$ cat src/rtl/dac_bank.sv
// Multi-channel 1-bit audio DAC bank: double-buffered samples, slewed volume,
// and a first-order delta-sigma modulator per channel gated by a volume duty pattern.
module dac_bank #(
    parameter int CHANNELS = 4,
    parameter int DATA_W   = 8,
    parameter int VOL_W    = 6,
    parameter int VOL_STEP = 31,
    parameter int RAMP_DIV = 256,
    localparam int CHN_W   = (CHANNELS > 1) ? $clog2(CHANNELS) : 1,
    localparam int WD_W    = (DATA_W > VOL_W) ? DATA_W : VOL_W
) (
    input  logic                clk32,
    input  logic                rst_n,
    input  logic                wr_en,
    input  logic                wr_vol,
    input  logic [CHN_W-1:0]    wr_chn,
    input  logic [WD_W-1:0]     wr_data,
    input  logic                sync_en,
    input  logic                sample_tick,
    output logic [CHANNELS-1:0] dac_out,
    output logic                ramp_busy
);
    localparam int PRE_W = (RAMP_DIV > 1) ? $clog2(RAMP_DIV) : 1;

    logic [PRE_W-1:0]    pre_q, pre_d;
    logic [VOL_W-1:0]    vol_cnt_q, vol_cnt_d;
    logic                busy_q, busy_d;
    logic                wrap;
    logic                commit;
    logic [CHANNELS-1:0] mismatch;

    assign wrap      = (pre_q == PRE_W'(RAMP_DIV - 1));
    assign commit    = sync_en && sample_tick;
    assign pre_d     = wrap ? '0 : pre_q + 1'b1;
    assign vol_cnt_d = vol_cnt_q + VOL_W'(VOL_STEP);
    assign busy_d    = |mismatch;

    always_ff @(posedge clk32 or negedge rst_n) begin
        if (!rst_n) begin
            pre_q     <= '0;
            vol_cnt_q <= '0;
            busy_q    <= 1'b0;
        end else begin
            pre_q     <= pre_d;
            vol_cnt_q <= vol_cnt_d;
            busy_q    <= busy_d;
        end
    end

    assign ramp_busy = busy_q;

    for (genvar gi = 0; gi < CHANNELS; gi++) begin : g_chan
        logic [DATA_W-1:0] pend_q, pend_d, smp_q, smp_d, acc_q, acc_d;
        logic [VOL_W-1:0]  tgt_q, tgt_d, cur_q, cur_d;
        logic              en_q, en_d, tgl_q, tgl_d, mod_q, mod_d, dac_q;
        logic [DATA_W:0]   sum;
        logic              sel, smp_wr, vol_wr;

        // Only in-range channel numbers can match, so writes past CHANNELS fall away.
        assign sel    = wr_en && (wr_chn == CHN_W'(gi));
        assign smp_wr = sel && !wr_vol;
        assign vol_wr = sel && wr_vol;
        assign sum    = {1'b0, acc_q} + {1'b0, smp_q};

        always_comb begin
            pend_d = smp_wr ? wr_data[DATA_W-1:0] : pend_q;
            smp_d  = smp_q;
            if (commit) begin
                smp_d = pend_d;
            end else if (!sync_en && smp_wr) begin
                smp_d = wr_data[DATA_W-1:0];
            end

            tgt_d = vol_wr ? wr_data[VOL_W-1:0] : tgt_q;
            cur_d = cur_q;
            if (wrap && (cur_q < tgt_q)) begin
                cur_d = cur_q + 1'b1;
            end else if (wrap && (cur_q > tgt_q)) begin
                cur_d = cur_q - 1'b1;
            end

            en_d = (vol_cnt_q < cur_q) || (&cur_q);

            // Gated-off cycles emit an alternating pattern, i.e. midscale.
            if (en_q) begin
                acc_d = sum[DATA_W-1:0];
                tgl_d = 1'b0;
                mod_d = sum[DATA_W];
            end else begin
                acc_d = acc_q;
                tgl_d = ~tgl_q;
                mod_d = ~tgl_q;
            end
        end

        always_ff @(posedge clk32 or negedge rst_n) begin
            if (!rst_n) begin
                pend_q <= '0;
                smp_q  <= '0;
                acc_q  <= '0;
                tgt_q  <= '0;
                cur_q  <= '0;
                en_q   <= 1'b0;
                tgl_q  <= 1'b0;
                mod_q  <= 1'b0;
                dac_q  <= 1'b0;
            end else begin
                pend_q <= pend_d;
                smp_q  <= smp_d;
                acc_q  <= acc_d;
                tgt_q  <= tgt_d;
                cur_q  <= cur_d;
                en_q   <= en_d;
                tgl_q  <= tgl_d;
                mod_q  <= mod_d;
                dac_q  <= mod_q;
            end
        end

        assign mismatch[gi] = (cur_q != tgt_q);
        assign dac_out[gi]  = dac_q;
    end

endmodule
$ cat config.mk
export PLATFORM = sky130hd
export DESIGN_NAME = dac_bank
export DESIGN_NICKNAME = d
export VERILOG_FILES = /design/src/rtl/dac_bank.sv
export SDC_FILE = /design/constraint.sdc
export NUM_CORES = 1
export LEC_CHECK = 0
export CORE_MARGIN = 4
export CORE_UTILIZATION = 54
export CTS_CLUSTER_DIAMETER = 40
export DETAILED_ROUTE_END_ITERATION = 10
export PLACE_DENSITY = 0.72
export SYNTH_ARGS = -nofsm -noshare
export SYNTH_HDL_FRONTEND = slang
export SYNTH_SLANG_ARGS = --single-unit
$ cat constraint.sdc
create_clock -name clk32 -period 2.6 [get_ports clk32]
set_clock_uncertainty 0.15 [all_clocks]
set_input_delay 0.39 -clock clk32 [delete_from_list [all_inputs] [get_ports clk32]]
set_output_delay 0.39 -clock clk32 [all_outputs]
set_load 0.05 [all_outputs]
Word level (Yosys, flattened, before mapping). Index checks and enable logic that the tools add are counted.

Flip-flop bits (word level): 175. Latch bits: 0. RAM bits: 0. ROM bits: 0. Input bits: 16. Output and inout bits: 5. Word-level logic and storage cells: 151. Memories kept: 0.

Add/sub/neg operators: 14. Multiply operators: 0. Div/mod/pow operators: 0. $lt $le $gt $ge: 12. Eq/ne operators: 8. Shift-type cells: 0. Multiplexer cells: 29. Bitwise gates (word level): 4. Reduce and logical (&&, ||, !) cells: 45.

Operator list (count): two-way mux 8 bit (13); < comparator 6 bit (8); two-way mux 6 bit (8); adder 8 x 8 -> 9 bit (4); logical AND 1 bit (25); adder 6 x 1 -> 6 bit (second input constant) (4); > comparator 6 bit (4); != test 6 bit (4); AND reduction 6 bit (4); subtractor 6 x 1 -> 6 bit (second input constant) (4); nonzero test 2 bit (8); adder 8 x 1 -> 8 bit (second input constant) (1); == test 8 bit (second input constant) (1); two-way mux 1 bit (8); adder 6 x 5 -> 6 bit (second input constant) (1); == test 2 bit (second input constant) (2); logical OR 1 bit (4); NOT 1 bit (4); OR reduction 4 bit (1); == test 2 x 1 -> 1 bit (second input constant) (1); zero test 1 bit (2); zero test 2 bit (1).

Logic depth before layout (Yosys ltp).
Word-level depth: 6. Depth in mapped cells: 12.

Worst setup path after synthesis. No wires, ideal clock.

Path type: reg2reg. Start: register pre_q[0]. End: register g_chan[0].cur_q[5]. Library setup time: 80 ps. Arrival: 2607 ps. Slack: -237 ps. Cell stages (with the launch flop): 12. Cells stage by stage: dfrtp_1 -> ha_1 -> and3_1 -> nand2_4 -> nor4_4 -> inv_1 -> ha_1 -> a211oi_1 -> o21bai_1 -> a21oi_1 -> mux2i_1 -> xnor2_1.

Longest elaborated chain between the ends: 3. Elaborated cells between the ends (all ways): 5.

Ends and longest elaborated chain: from (decl) (RTL line 25) `logic [PRE_W-1:0] pre_q, pre_d;`; from (signal assigned) (RTL line 44) `pre_q <= pre_d;`; == test 8 bit (*) (RTL line 32) `assign wrap = (pre_q == PRE_W'(RAMP_DIV - 1));`; logical AND 1 bit (on tied branches) (RTL line 76, 78); two-way mux 6 bit or nonzero test 2 bit (tied branches); to (signal assigned) (RTL line 112) `cur_q <= cur_d;`; to (decl) (RTL line 54) `logic [VOL_W-1:0] tgt_q, tgt_d, cur_q, cur_d;`.

Mark *: on every way between the ends. The rest lies on a longest branch, timed or not. A chain may end at the register's enable or synchronous reset.

Final worst setup path.
Start: register g_chan[3].tgt_q[5]. End: register g_chan[3].cur_q[5].

Longest elaborated chain between the ends: 3. Elaborated cells between the ends (all ways): 6.

Ends and longest elaborated chain: from (decl) (RTL line 54); from (signal assigned) (RTL line 111) `tgt_q <= tgt_d;`; < comparator 6 bit or > comparator 6 bit (tied branches) (RTL line 76, 78); logical AND 1 bit (on tied branches) (RTL line 76, 78); two-way mux 6 bit or nonzero test 2 bit (tied branches); to (signal assigned) (RTL line 112); to (decl) (RTL line 54).

Several ways; a longest one is shown, not always the timed one.

==> impl_results.md <==
- Most common cell after layout, fill and taps aside: nand2_1
- Slowest-stage cell, CP: dfrtp_1
- CP required: between 2000 and 3000 ps
- RSZ-0062 raised after global routing: yes
- Syn Inst Count: 1105
- Commonest cells after routing, fill and taps aside: 189 x nand2_1, 175 x dfrtp_1, 83 x inv_1, 83 x buf_4, 75 x ha_1
- Mapped cell area: 0.0105 mm^2
- Slew Viols, Final: 0
- Power per cell area: about 560 mW/mm^2
- Via count: just over 8k
- Post-Synth XOR/XNOR Area: 3.00%
- H-tree levels: 4
- Main combinational cell family by area after synthesis: compound AO/OA/AOI/OAI gates
- Area Growth Syn to Fin: 18.8%
- Multiplexer area fraction after synthesis: ~6%
- Sequential share of the synthesized area: 41.6%
- Layout cells sized above 1: 19.5%
- Final Net Count: 1295
- Root Buffer: clkbuf_16
- Initial Util: between 50 and 60%
- Core area: about 0.019 mm^2
- Area of placed instances: 0.0116 mm^2
- Initial DRC Count: 591
- Die width: 148 um
- Buf+Inv Stages, Crit Path: 2
- Critical Path Max Stage Delay: 380 ps
- Max-cap viol count: 0
- Crit start category: flip-flop
- Post-route design area: between 0.01 and 0.015 mm^2
- Synth Register Bits: 175
- YS warnings: 0
- Share of the synthesized area in the top cell type: 41.6%
- Setup CP Type: reg -> reg
- Crit path max fanout: 5
- IO buf count: 20
- CP arrival: 2950 ps
- Final Util: around two thirds
- Tot Pwr: 6950 uW
- Setup violators final: 8
- Max transition margin: 45.2%
- Syn avg cell area: ~9.5 um^2
- Distinct cells, synth: 64
- CTS buffer count: 17
- Post-synthesis simple-gate area fraction: 15.1%
- HP Class: reg -> reg
- Final Cycle Share: 106%
- Synth Area in Compound Gates: between 15 and 20%
- Die area: 0.0218 mm^2
- WL/cell: 16.3 um
- Total congestion overflow: 0
- Top cells by area, synth: dfrtp_1 42%, ha_1 11%, nand2_1 6.7%, mux2_2 3.5%, inv_1 3.3%
- Failing checks: setup timing
- DR vias/cell: about 5.7
- Post-synthesis adder-cell area fraction: 12.7%
- DP HPWL: 16200 um
- Crit path launch: g_chan[3].tgt_q[5]
- Delay-heaviest family, CP: compound AO/OA/AOI/OAI gates
- CTS tree: done
- Leak: 0.00592 uW
- Num ports: 21
- Primary FF master, synth: dfrtp_1
- DRT Pass-1 Iters: 5
- First-pass GRT wire length: 39300 um
- Number of remaining DRC errors: 0
- Fmax: 0.364 GHz
- Syn_nets: 1223
- Origin of the worst min-delay path: g_chan[1].mod_q
- WL final: 23600 um
- Hold Fails Final Rpt: 0
- Die Ht: between 100 and 150 um
- Setup WS post-layout: -144 ps
- Worst Tran Pin Value: 811 ps
- Initial antenna violation count: 0
- CP most frequent cell: ha_4
- Maximum clock insertion buffer count: 2
- Status: complete, but fails checks
- Diode count: 0
- Min Tclk post-route: 2740 ps
- Sink Count: ~180
- EDFF count, synth: 0
- Clk Latency, worst-skew pair: approximately 430 ps
- Reg2reg start: g_chan[3].tgt_q[5]
- Remaining antenna violation count after routing: 0
- Yosys top cell by area: dfrtp_1
- CTS clk-pin slew, worst paths: 70 ps
- CP Cell Sequence: inv_1 -> ha_4 -> nand4_1 -> a21oi_4 -> nor4_4 -> inv_2 -> ha_4 -> a211oi_2 -> o21bai_1 -> a21oi_1 -> mux2i_1 -> xnor2_1
- Gpl congestion: about 0.86
- Share of flip-flops with an asynchronous set or reset: 100%
- # rows: 50
- CP endpoint kind: flip-flop
- Total global-route track usage: 21.9%
- Vias in the first global route: 8079
- Pin count of the biggest net entering global routing: 72
- IR drop worst, VDD: 0.000446 V
layout make-up:
class                   count  area, um^2
flip-flops and latches    175        4380
repair buffers            107         886
multi-input cells         784        5910
well taps                 260         325
clock inverters             7         123
inverters                  92         345
fillers                  1497        6460
clock buffers              25         526
cell families after synthesis:
logic type               Yosys count
AO/OA/AOI/OAI                    256
multiplexers                      57
AND/OR/NAND/NOR                  333
buffers and inverters            146
XOR/XNOR                          36
flip-flops                       175
adder cells (fa/ha/maj)          102
cells in the mapped netlist, types with 12 or more instances:
master,number
a211oi_1,14
a21o_1,17
a21oi_1,65
clkbuf_1,35
dfrtp_1,175
ha_1,94
inv_1,92
mux2_2,33
mux2i_1,20
nand2_1,189
nand2b_1,12
nor2_1,40
nor3_1,20
o21ai_0,42
o22ai_1,52
xnor2_1,21
xor2_1,15
layer usage:
layer  part of all wire (%)  vias up  track usage [%]
li1                       -     4027                -
met1                     46     3972             29.0
met2                     49      159             37.4
met3                    3.6       42             3.37
met4                    2.1        0             6.62
met5                      0        -                0
path summary, 6_finish.rpt:
path / cells after the start / to / slack [ps]
worst max-delay path: 12 / g_chan[3].cur_q[5] / -140
min in group asynchronous: 2 / g_chan[3].dac_q / 310
worst min register to register: 0 / g_chan[1].dac_q / 200
max in group asynchronous: 3 / g_chan[1].cur_q[5] / 1220
worst min-delay path: 0 / g_chan[1].dac_q / 200
worst max register to register: 12 / g_chan[3].cur_q[5] / -140
sequential cells by signal, indices dropped and copies added, names as in the netlist:
name           flops
g_chan.acc_q      32
g_chan.cur_q      24
g_chan.dac_q       4
g_chan.en_q        4
g_chan.mod_q       4
g_chan.pend_q     32
g_chan.smp_q      32
g_chan.tgl_q       4
g_chan.tgt_q      24
pre_q              8
ramp_busy          1
vol_cnt_q          6
report_power, final:
group | internal, uW | switching, uW | total, uW
clock network | 1700 | 1060 | 2760
registers | 2980 | 179 | 3160
logic | 446 | 585 | 1030
timing repair:
action / CTS / global route
pin swaps: 15 / 29
setup endpoints to repair: 8 / 11
cloned: 0 / 0
hold buffers: 1 / 0
buffers inserted: 4 / 9
gates resized for setup: 7 / 23
endpoints found under the hold margin: 49 / 0
stage by stage:
stage / instances / TNS (ps) / hold WS, ps / setup WS [ps]
3_5_place_dp: 1405 / -377 / 185 / -92.4
4_1_cts: 1442 / -149 / 200 / -63.9
3_3_place_gp: 1405 / -32.1 / 184 / -20.7
6_report: 1450 / -529 / 200 / -144
2_1_floorplan: 1105 / -237 / -55.6 / -41.0
5_1_grt: 1450 / -1690 / 204 / -272
No activity file was read; power rests on OpenSTA's default activity.
